### src/rtl/fetch_queue_unit.sv
// Instruction fetch stage: direct-mapped I-cache, static JAL/predicted-branch redirect,
// decoupled instruction queue to decode. Optional cache via `FETCH_ICACHE_EN (absent => every fetch misses).
module fetch_queue_unit #(
    parameter int          ICACHE_LINES = 128,
    parameter int          IQ_DEPTH     = 8,
    parameter int          BP_TAG_BITS  = 8,
    parameter logic [31:0] RESET_PC     = 32'h0
) (
    input  logic                   clk,
    input  logic                   rst,
    input  logic                   rdy,
    output logic                   out_mem_ce,
    output logic [31:0]            out_mem_pc,
    input  logic                   in_mem_ce,
    input  logic [31:0]            in_mem_instr,
    output logic [BP_TAG_BITS-1:0] out_bp_tag,
    input  logic                   in_bp_jump_ce,
    output logic                   out_dec_valid,
    input  logic                   in_dec_ready,
    output logic [31:0]            out_dec_instr,
    output logic [31:0]            out_dec_pc,
    output logic                   out_dec_jump_ce,
    input  logic                   in_rob_misbranch,
    input  logic [31:0]            in_rob_newpc
);

    localparam int IDX = $clog2(ICACHE_LINES);
    localparam int QW  = $clog2(IQ_DEPTH);
    localparam int CW  = QW + 1;
    localparam logic [CW-1:0] DEPTH_C = CW'(IQ_DEPTH);

    typedef enum logic [1:0] {IDLE, WAIT_MEM, DRAIN} state_t;

    state_t          state_q, state_d;
    logic [31:0]     pc_q, pc_d;
    logic            out_mem_ce_q, out_mem_ce_d;
    logic [31:0]     out_mem_pc_q, out_mem_pc_d;
    logic [QW-1:0]   head_q, head_d, tail_q, tail_d;
    logic [CW-1:0]   count_q, count_d;

    logic [31:0]     iq_instr [IQ_DEPTH];
    logic [31:0]     iq_pc    [IQ_DEPTH];
    logic            iq_jump  [IQ_DEPTH];

    logic            hit;
    logic [31:0]     cache_data;
    logic [31:0]     fetch_instr;
    logic            is_jal, is_br, push_jump, push, pop;
    logic [31:0]     imm_j, imm_b, npc;
    logic [CW-1:0]   count_after_pop;

`ifdef FETCH_ICACHE_EN
    logic [ICACHE_LINES-1:0] valid_q;
    logic [29-IDX:0]         tag_mem  [ICACHE_LINES];
    logic [31:0]             data_mem [ICACHE_LINES];
    logic                    fill_en;

    // Fill always targets the requested address; pc may have been redirected during DRAIN.
    assign fill_en    = rdy && in_mem_ce && (state_q == WAIT_MEM || state_q == DRAIN);
    assign hit        = valid_q[pc_q[IDX+1:2]] && (tag_mem[pc_q[IDX+1:2]] == pc_q[31:IDX+2]);
    assign cache_data = data_mem[pc_q[IDX+1:2]];

    always_ff @(posedge clk) begin
        if (rst) begin
            valid_q <= '0;
        end else if (fill_en) begin
            valid_q[out_mem_pc_q[IDX+1:2]] <= 1'b1;
        end
    end

    always_ff @(posedge clk) begin
        if (!rst && fill_en) begin
            tag_mem[out_mem_pc_q[IDX+1:2]]  <= out_mem_pc_q[31:IDX+2];
            data_mem[out_mem_pc_q[IDX+1:2]] <= in_mem_instr;
        end
    end
`else
    assign hit        = 1'b0;
    assign cache_data = 32'h0;
`endif

    assign fetch_instr = (state_q == IDLE) ? cache_data : in_mem_instr;
    assign is_jal      = (fetch_instr[6:0] == 7'b1101111);
    assign is_br       = (fetch_instr[6:0] == 7'b1100011);
    assign push_jump   = is_br && in_bp_jump_ce;
    assign imm_j = {{11{fetch_instr[31]}}, fetch_instr[31], fetch_instr[19:12],
                    fetch_instr[20], fetch_instr[30:21], 1'b0};
    assign imm_b = {{19{fetch_instr[31]}}, fetch_instr[31], fetch_instr[7],
                    fetch_instr[30:25], fetch_instr[11:8], 1'b0};
    assign npc   = is_jal ? pc_q + imm_j : (push_jump ? pc_q + imm_b : pc_q + 32'd4);

    assign out_dec_valid   = (count_q != '0);
    assign pop             = out_dec_valid && in_dec_ready;
    assign count_after_pop = count_q - CW'(pop);

    always_comb begin
        state_d      = state_q;
        pc_d         = pc_q;
        out_mem_ce_d = 1'b0;
        out_mem_pc_d = out_mem_pc_q;
        head_d       = head_q;
        tail_d       = tail_q;
        count_d      = count_q;
        push         = 1'b0;
        if (in_rob_misbranch) begin
            pc_d    = in_rob_newpc;
            head_d  = '0;
            tail_d  = '0;
            count_d = '0;
            case (state_q)
                WAIT_MEM: state_d = in_mem_ce ? IDLE : DRAIN;
                DRAIN:    state_d = in_mem_ce ? IDLE : DRAIN;
                default:  state_d = IDLE;
            endcase
        end else begin
            case (state_q)
                IDLE: begin
                    // A miss reserves its IQ slot here, so the response can always push.
                    if (count_after_pop < DEPTH_C) begin
                        if (hit) begin
                            push = 1'b1;
                            pc_d = npc;
                        end else begin
                            out_mem_ce_d = 1'b1;
                            out_mem_pc_d = pc_q;
                            state_d      = WAIT_MEM;
                        end
                    end
                end
                WAIT_MEM: begin
                    if (in_mem_ce) begin
                        push    = 1'b1;
                        pc_d    = npc;
                        state_d = IDLE;
                    end
                end
                DRAIN: begin
                    if (in_mem_ce) state_d = IDLE;
                end
                default: state_d = IDLE;
            endcase
            head_d  = head_q + QW'(pop);
            tail_d  = tail_q + QW'(push);
            count_d = count_q + CW'(push) - CW'(pop);
        end
    end

    always_ff @(posedge clk) begin
        if (rst) begin
            state_q      <= IDLE;
            pc_q         <= RESET_PC;
            out_mem_ce_q <= 1'b0;
            out_mem_pc_q <= 32'h0;
            head_q       <= '0;
            tail_q       <= '0;
            count_q      <= '0;
        end else if (rdy) begin
            state_q      <= state_d;
            pc_q         <= pc_d;
            out_mem_ce_q <= out_mem_ce_d;
            out_mem_pc_q <= out_mem_pc_d;
            head_q       <= head_d;
            tail_q       <= tail_d;
            count_q      <= count_d;
        end
    end

    always_ff @(posedge clk) begin
        if (!rst && rdy && push) begin
            iq_instr[tail_q] <= fetch_instr;
            iq_pc[tail_q]    <= pc_q;
            iq_jump[tail_q]  <= push_jump;
        end
    end

    assign out_mem_ce      = out_mem_ce_q && rdy;
    assign out_mem_pc      = out_mem_pc_q;
    assign out_bp_tag      = pc_q[BP_TAG_BITS+1:2];
    assign out_dec_instr   = iq_instr[head_q];
    assign out_dec_pc      = iq_pc[head_q];
    assign out_dec_jump_ce = iq_jump[head_q];

endmodule

### config.mk
export PLATFORM = sky130hd
export DESIGN_NAME = fetch_queue_unit
export DESIGN_NICKNAME = d
export VERILOG_FILES = /design/src/rtl/fetch_queue_unit.sv
export SDC_FILE = /design/constraint.sdc
export NUM_CORES = 1
export LEC_CHECK = 0
export ABC_AREA = 1
export BUFFER_PORTS_ARGS = -buffer_cell sky130_fd_sc_hd__buf_2
export CAP_MARGIN = 5
export CORE_MARGIN = 3
export CORE_UTILIZATION = 45
export CTS_BUF_LIST = sky130_fd_sc_hd__clkbuf_8
export DETAILED_ROUTE_END_ITERATION = 7
export PLACE_DENSITY_LB_ADDON = 0.1
export SYNTH_ARGS = -nofsm -noshare
export SYNTH_HDL_FRONTEND = slang
export SYNTH_SLANG_ARGS = --single-unit
### constraint.sdc
create_clock -name clk -period 7.7 [get_ports clk]
set_input_delay 1.925 -clock clk [delete_from_list [all_inputs] [get_ports clk]]
set_output_delay 1.925 -clock clk [all_outputs]
set_load 0.02 [all_outputs]
==> out/metrics.cfg, run 1 <==
[outcome]
status=complete, no violations

[route]
vias_per_cell=5.62
ant_nets=0
drt-total-wl_um=92100
wire_per_inst_um=22.9
drc=0
drt_iter0_markers=2053
vias=22600
first_pass_iters=5

[synth]
syn-num-nets=3061
synth-async-reset-ratio_pct=0
syn_avg_cell_area_um2=9.58
synth-edff-count=520
syn_area_um2=28300
ys.flop_type=edfxtp_1
syn_inst=2950
yosys_register_bits=600
synth_cell_types=53
yosysSeqAreaShare_pct=60.9
yosysWarnings=0

[worst_setup_path]
criticalPathCategory=register to primary output
crit_arrival_ps=3550
cp_slowest_cell=dfxtp_4
path_delay_family=compound AO/OA/AOI/OAI gates
endpoint_kind=primary output
path_cells=buf_12 -> o21ai_0 -> o22ai_1 -> nor2_1 -> a31oi_1 -> buf_2
startpoint_type=register
critPathMaxStageDelay_ps=730
crit_fanout=213
required_ps=5780
cp_num_buf_inv=2

[power]
power_density_nw_per_um2=208
leakage_uw=0.0122
pwr-share-clk_pct=40.4
seqPwrFrac_pct=54.4
p_int_uw=5030
switching_share_pct=23.7
p_sw_uw=1560
ir_drop_mv=0.138
comb_power_share_pct=5.2

[clock_network]
clk_pin_slew_ps=60
cts-root-buf=clkbuf_8
cts_tree=built
cts_resized=0
htreeDepth=3
cts_buffers=102
cts_setup_buffers=0
cts_buffer_depth=3
cts_num_sinks=600
clk_latency_ps=690
ctsHoldBuffers=0

[sta]
timing.fmax_mhz=183
fin_crit_ps=5470
slew_headroom_pct=19.0
finalSetupTns_ps=0
rsz0062_at_grt=false
skew_ps=34.3
slew_viol_final=0
min_period_over_period_pct=71.1
hold_violations=0
setup_viol=0
worst_pin_slew_ps=1210

[die]
die_w_um=257
core_area_um2=61900
initial_utilization_pct=45.6
rows=91
io-pin-count=178
die_area_um2=65800
die_height_um=257

[cells_and_area]
area_growth_pct=12.2
layout_common_cells=nor2_1 (584), edfxtp_1 (520), nand2_1 (438)
nNetsFinal=3208
multi_input_area_um2=9640
fill_cells=5828
register_area_um2=17200
fin_util_pct=51.2
layout-drive-gt1-share_pct=12.8
layout_commonest_cell=nor2_1

[worst_hold_path]
hp-class=register to register

[grt]
grt_use_total_pct=27.3
grt_pass1_wl_um=137000
grt_pass1_vias=21400
antenna_found_initial=1
grt_max_degree=214
overflow=0

[flow_run]
maxCapViolCount=0

[place]
place_congestion=0.983
io_buffers=177
dpl.hpwl_um=57800

-- cells by family after synthesis --
kind of cell               Yosys count  share of synthesized area [%]
and+or+nand+nor                   1245                           18.1
AOI/OAI and AO/OA                  691                           13.4
DFF                                600                           60.9
buffers and inverters              355                           5.19
adders and majority gates           40                           1.85
xor gates and xnor gates            19                          0.589
-- worst register-to-register path, cell delays in order, from the launching register on --
cell and delay (ps):
dfxtp_1 360, inv_1 60, ha_2 170, buf_4 310
inv_2 610, nand2_1 180, inv_2 170, nand2_1 180
nor2_1 210, nand4_2 490, inv_2 780, o21ai_0 220
a21oi_1 190, o21ai_1 80, nand3_1 110, o211ai_1 100
a21oi_1 160
-- state kept, by name, indices dropped and copies added (netlist names), named ones only --
| name | count |
|---|---|
| out_mem_pc | 32 |
| count_q | 4 |
| iq_instr | 256 |
| out_mem_ce_q | 1 |
| tail_q | 3 |
| iq_pc | 256 |
| pc_q | 32 |
| head_q | 3 |
| iq_jump | 8 |
| state_q | 2 |
-- final cells by class --
| class | instances | area share (%) |
|---|---|---|
| antenna | 1 | 0.00789 |
| clock buffer | 105 | 4.56 |
| clock inverter | 77 | 1.35 |
| inverter | 193 | 2.33 |
| multi-input combinational | 1995 | 30.4 |
| sequential | 600 | 54.3 |
| tap | 837 | 3.30 |
| timing repair buffer | 205 | 3.69 |
-- metal layers --
metal | up-vias | part of all wire, % | global-route usage (%)
met3 | 155 | 6.4 | 3.75
met1 | 11000 | 44 | 38.3
met4 | 0 | 3.1 | 9.42
li1 | 10600 | - | -
met5 | - | 0 | 0
met2 | 833 | 47 | 43.7
-- stage by stage --
step,worst slack (ps),hold WS [ps],power [uW],instances,area [um^2]
5_1_grt,2070,484,6840,4013,31700
6_report,2230,462,6590,4013,31700
4_1_cts,2130,462,6650,4012,31700
3_5_place_dp,2120,453,3990,3830,29800
2_1_floorplan,1470,441,3850,2950,28300
3_3_place_gp,2250,452,3990,3830,29800
-- power by group through the flow --
stage / logic, uW / clock network, uW / registers [uW]
global route: 371 / 2880 / 3590
floorplan: 197 / 0 / 3650
detailed placement: 337 / 0 / 3650
CTS: 338 / 2730 / 3590
finish: 340 / 2660 / 3590
global placement: 334 / 0 / 3650
-- synthesized netlist by cell type (37+ instances only) --
cell | count | area, um^2
nand2_1 | 438 | 1640
inv_1 | 177 | 664
clkbuf_1 | 112 | 420
a21oi_1 | 145 | 726
nand3_1 | 119 | 596
ha_1 | 37 | 463
dfxtp_1 | 80 | 1600
nor2_1 | 590 | 2210
edfxtp_1 | 520 | 15600
o21ai_0 | 346 | 1730
o22ai_1 | 67 | 419
a31oi_1 | 67 | 419
-- path summary, 6_finish.rpt --
path,start,endpoint,slack (ps),cells past startpoint
min,state_q[1],state_q[1],460,2
min reg2reg,state_q[1],state_q[1],460,2
max reg2reg,state_q[0],pc_q[6],3250,16
max,register,out_dec_pc[12],2230,6
(Power assumes the default switching activity.)
==> inputs of run 2 (changes only) <==
==> constraint.sdc (replaced) <==
create_clock -name clk -period 5.55 [get_ports clk]
set_input_delay 1.3875 -clock clk [delete_from_list [all_inputs] [get_ports clk]]
set_output_delay 1.3875 -clock clk [all_outputs]
set_load 0.02 [all_outputs]
==> run 2 against run 1 <==
Register-to-register slack got worse by 2000 ps. Design area increased by 1.4%. Sequential share of layout area decreased by 0.77 points. Sequential power increased by 39%. Global-route usage increased by 1.3 points. Largest cell class unchanged. Highest routed layer unchanged.
==> out/metrics.cfg, run 2 (synthesis gave the netlist of run 1 again) <==
[route]
drt_iter0_markers=2207
vias=22800
drc=0
first_pass_iters=5
wire_per_inst_um=23.6
vias_per_cell=5.61
ant_nets=0
drt-total-wl_um=95600

[grt]
grt_max_degree=90
grt_use_total_pct=28.6
grt_pass1_vias=22000
overflow=0
grt_pass1_wl_um=143000
antenna_found_initial=4

[sta]
worst_pin_slew_ps=1100
hold_violations=0
finalSetupTns_ps=0
holdWs_ps=464
skew_ps=55.9
timing.fmax_mhz=215
slew_headroom_pct=26.9
fin_crit_ps=4660
slew_viol_final=0
min_period_over_period_pct=84.0
setup_viol=0
rsz0062_at_grt=false

[worst_hold_path]
hp-class=register to register
min_from=out_mem_pc[0]

[power]
ir_drop_mv=0.191
power_density_nw_per_um2=288
power_uw=9270
leakage_uw=0.0124

[clock_network]
cts_tree=built
cts_buffers=100
cts_resized=0
clk_latency_ps=720
cts_buffer_depth=3
htreeDepth=3
ctsHoldBuffers=0
clk_pin_slew_ps=60
cts_num_sinks=600
cts-root-buf=clkbuf_8
cts_setup_buffers=0

[die]
initial_utilization_pct=45.6
die_area_um2=65800
die_w_um=257
io-pin-count=178
rows=91
core_area_um2=61900
die_height_um=257

[place]
dpl.hpwl_um=62500
io_buffers=177
place_congestion=1.03

[worst_setup_path]
required_ps=4160
crit_arrival_ps=3270
cp_slowest_cell=buf_4
endpoint_kind=primary output
criticalPathCategory=register to primary output
timing.rr.start=state_q[1]
startpoint_type=register
crit_fanout=84
critPathMaxStageDelay_ps=800
cp_num_buf_inv=2
path_delay_family=buffers and inverters
path_cells=buf_4 -> o21ai_0 -> o22ai_1 -> nor2_1 -> a31oi_1 -> buf_2

[cells_and_area]
layout-drive-gt1-share_pct=13.9
nNetsFinal=3241
area_growth_pct=13.8
reg_top3=iq_instr (256), iq_pc (256)
fill_cells=5765
layout_commonest_cell=nor2_1
layout_common_cells=nor2_1 (584), edfxtp_1 (520), nand2_1 (438)
fin_util_pct=51.9

[outcome]
status=complete, no violations

[flow_run]
maxCapViolCount=0

## run 2: changes by cell type in the layout (fill, tap and decap cells not counted)
cell        delta
buf_12        +10
buf_4         +25
clkinv_1       +5
clkinv_2       +3
clkinvlp_4     +3
diode_2        +3
inv_1          -8
inv_12         +2
## run 2: stage by stage
step           cells  setup slack, ps  instance area (um^2)
3_5_place_dp    3865             1040                 30200
4_1_cts         4052              782                 32100
5_1_grt         4055              623                 32200
2_1_floorplan   2950             -147                 28300
6_report        4056              889                 32200
3_3_place_gp    3865              986                 30200
## run 2: routing by layer
| layer | global-route usage, % | share of wire [%] | vias to the layer above |
|---|---|---|---|
| li1 | - | - | 10700 |
| met1 | 41.1 | 45 | 11100 |
| met2 | 44.9 | 46 | 858 |
| met3 | 3.48 | 6.0 | 153 |
| met4 | 10.6 | 3.3 | 0 |
| met5 | 0 | 0 | - |
## run 2: power by group
part           internal [uW]  total, uW  leakage (uW)  switching (uW)
Combinational            133        490       0.00575             357
Sequential              4920       4980       0.00559            61.3
Clock                   1960       3800       0.00108            1840
Total                   7010       9270        0.0124            2260
## run 2: path summary, 6_finish.rpt
| check | to | slack, ps | cells past startpoint |
|---|---|---|---|
| min | out_mem_pc[0] | 460 | 2 |
| max | out_dec_pc[11] | 890 | 6 |
| min reg2reg | out_mem_pc[0] | 460 | 2 |
| max reg2reg | pc_q[8] | 1250 | 16 |
## run 2: final cells by class
class	count	area, um^2	share of cell area, %
Antenna cell	4	10.0	0.0311
Clock buffer	105	1450	4.49
Clock inverter	82	488	1.52
Inverter	193	738	2.30
Multi-Input combinational cell	1995	9640	30.0
Sequential cell	600	17200	53.6
Tap cell	837	1050	3.26
Timing Repair Buffer	240	1560	4.85
## run 2: worst register-to-register path, stage by stage, from the launching register on
cell      delay (ps)
dfxtp_1          320
inv_1             70
ha_2             730
inv_2            520
nand2_1          280
inv_1            220
ha_1             360
nand3_1           90
nand3_1          150
nand2_1          110
nand3_1          250
o21ai_0          590
nand2_1          100
nand2_1           90
nand2_1           50
o221ai_1         180
a21oi_1           90
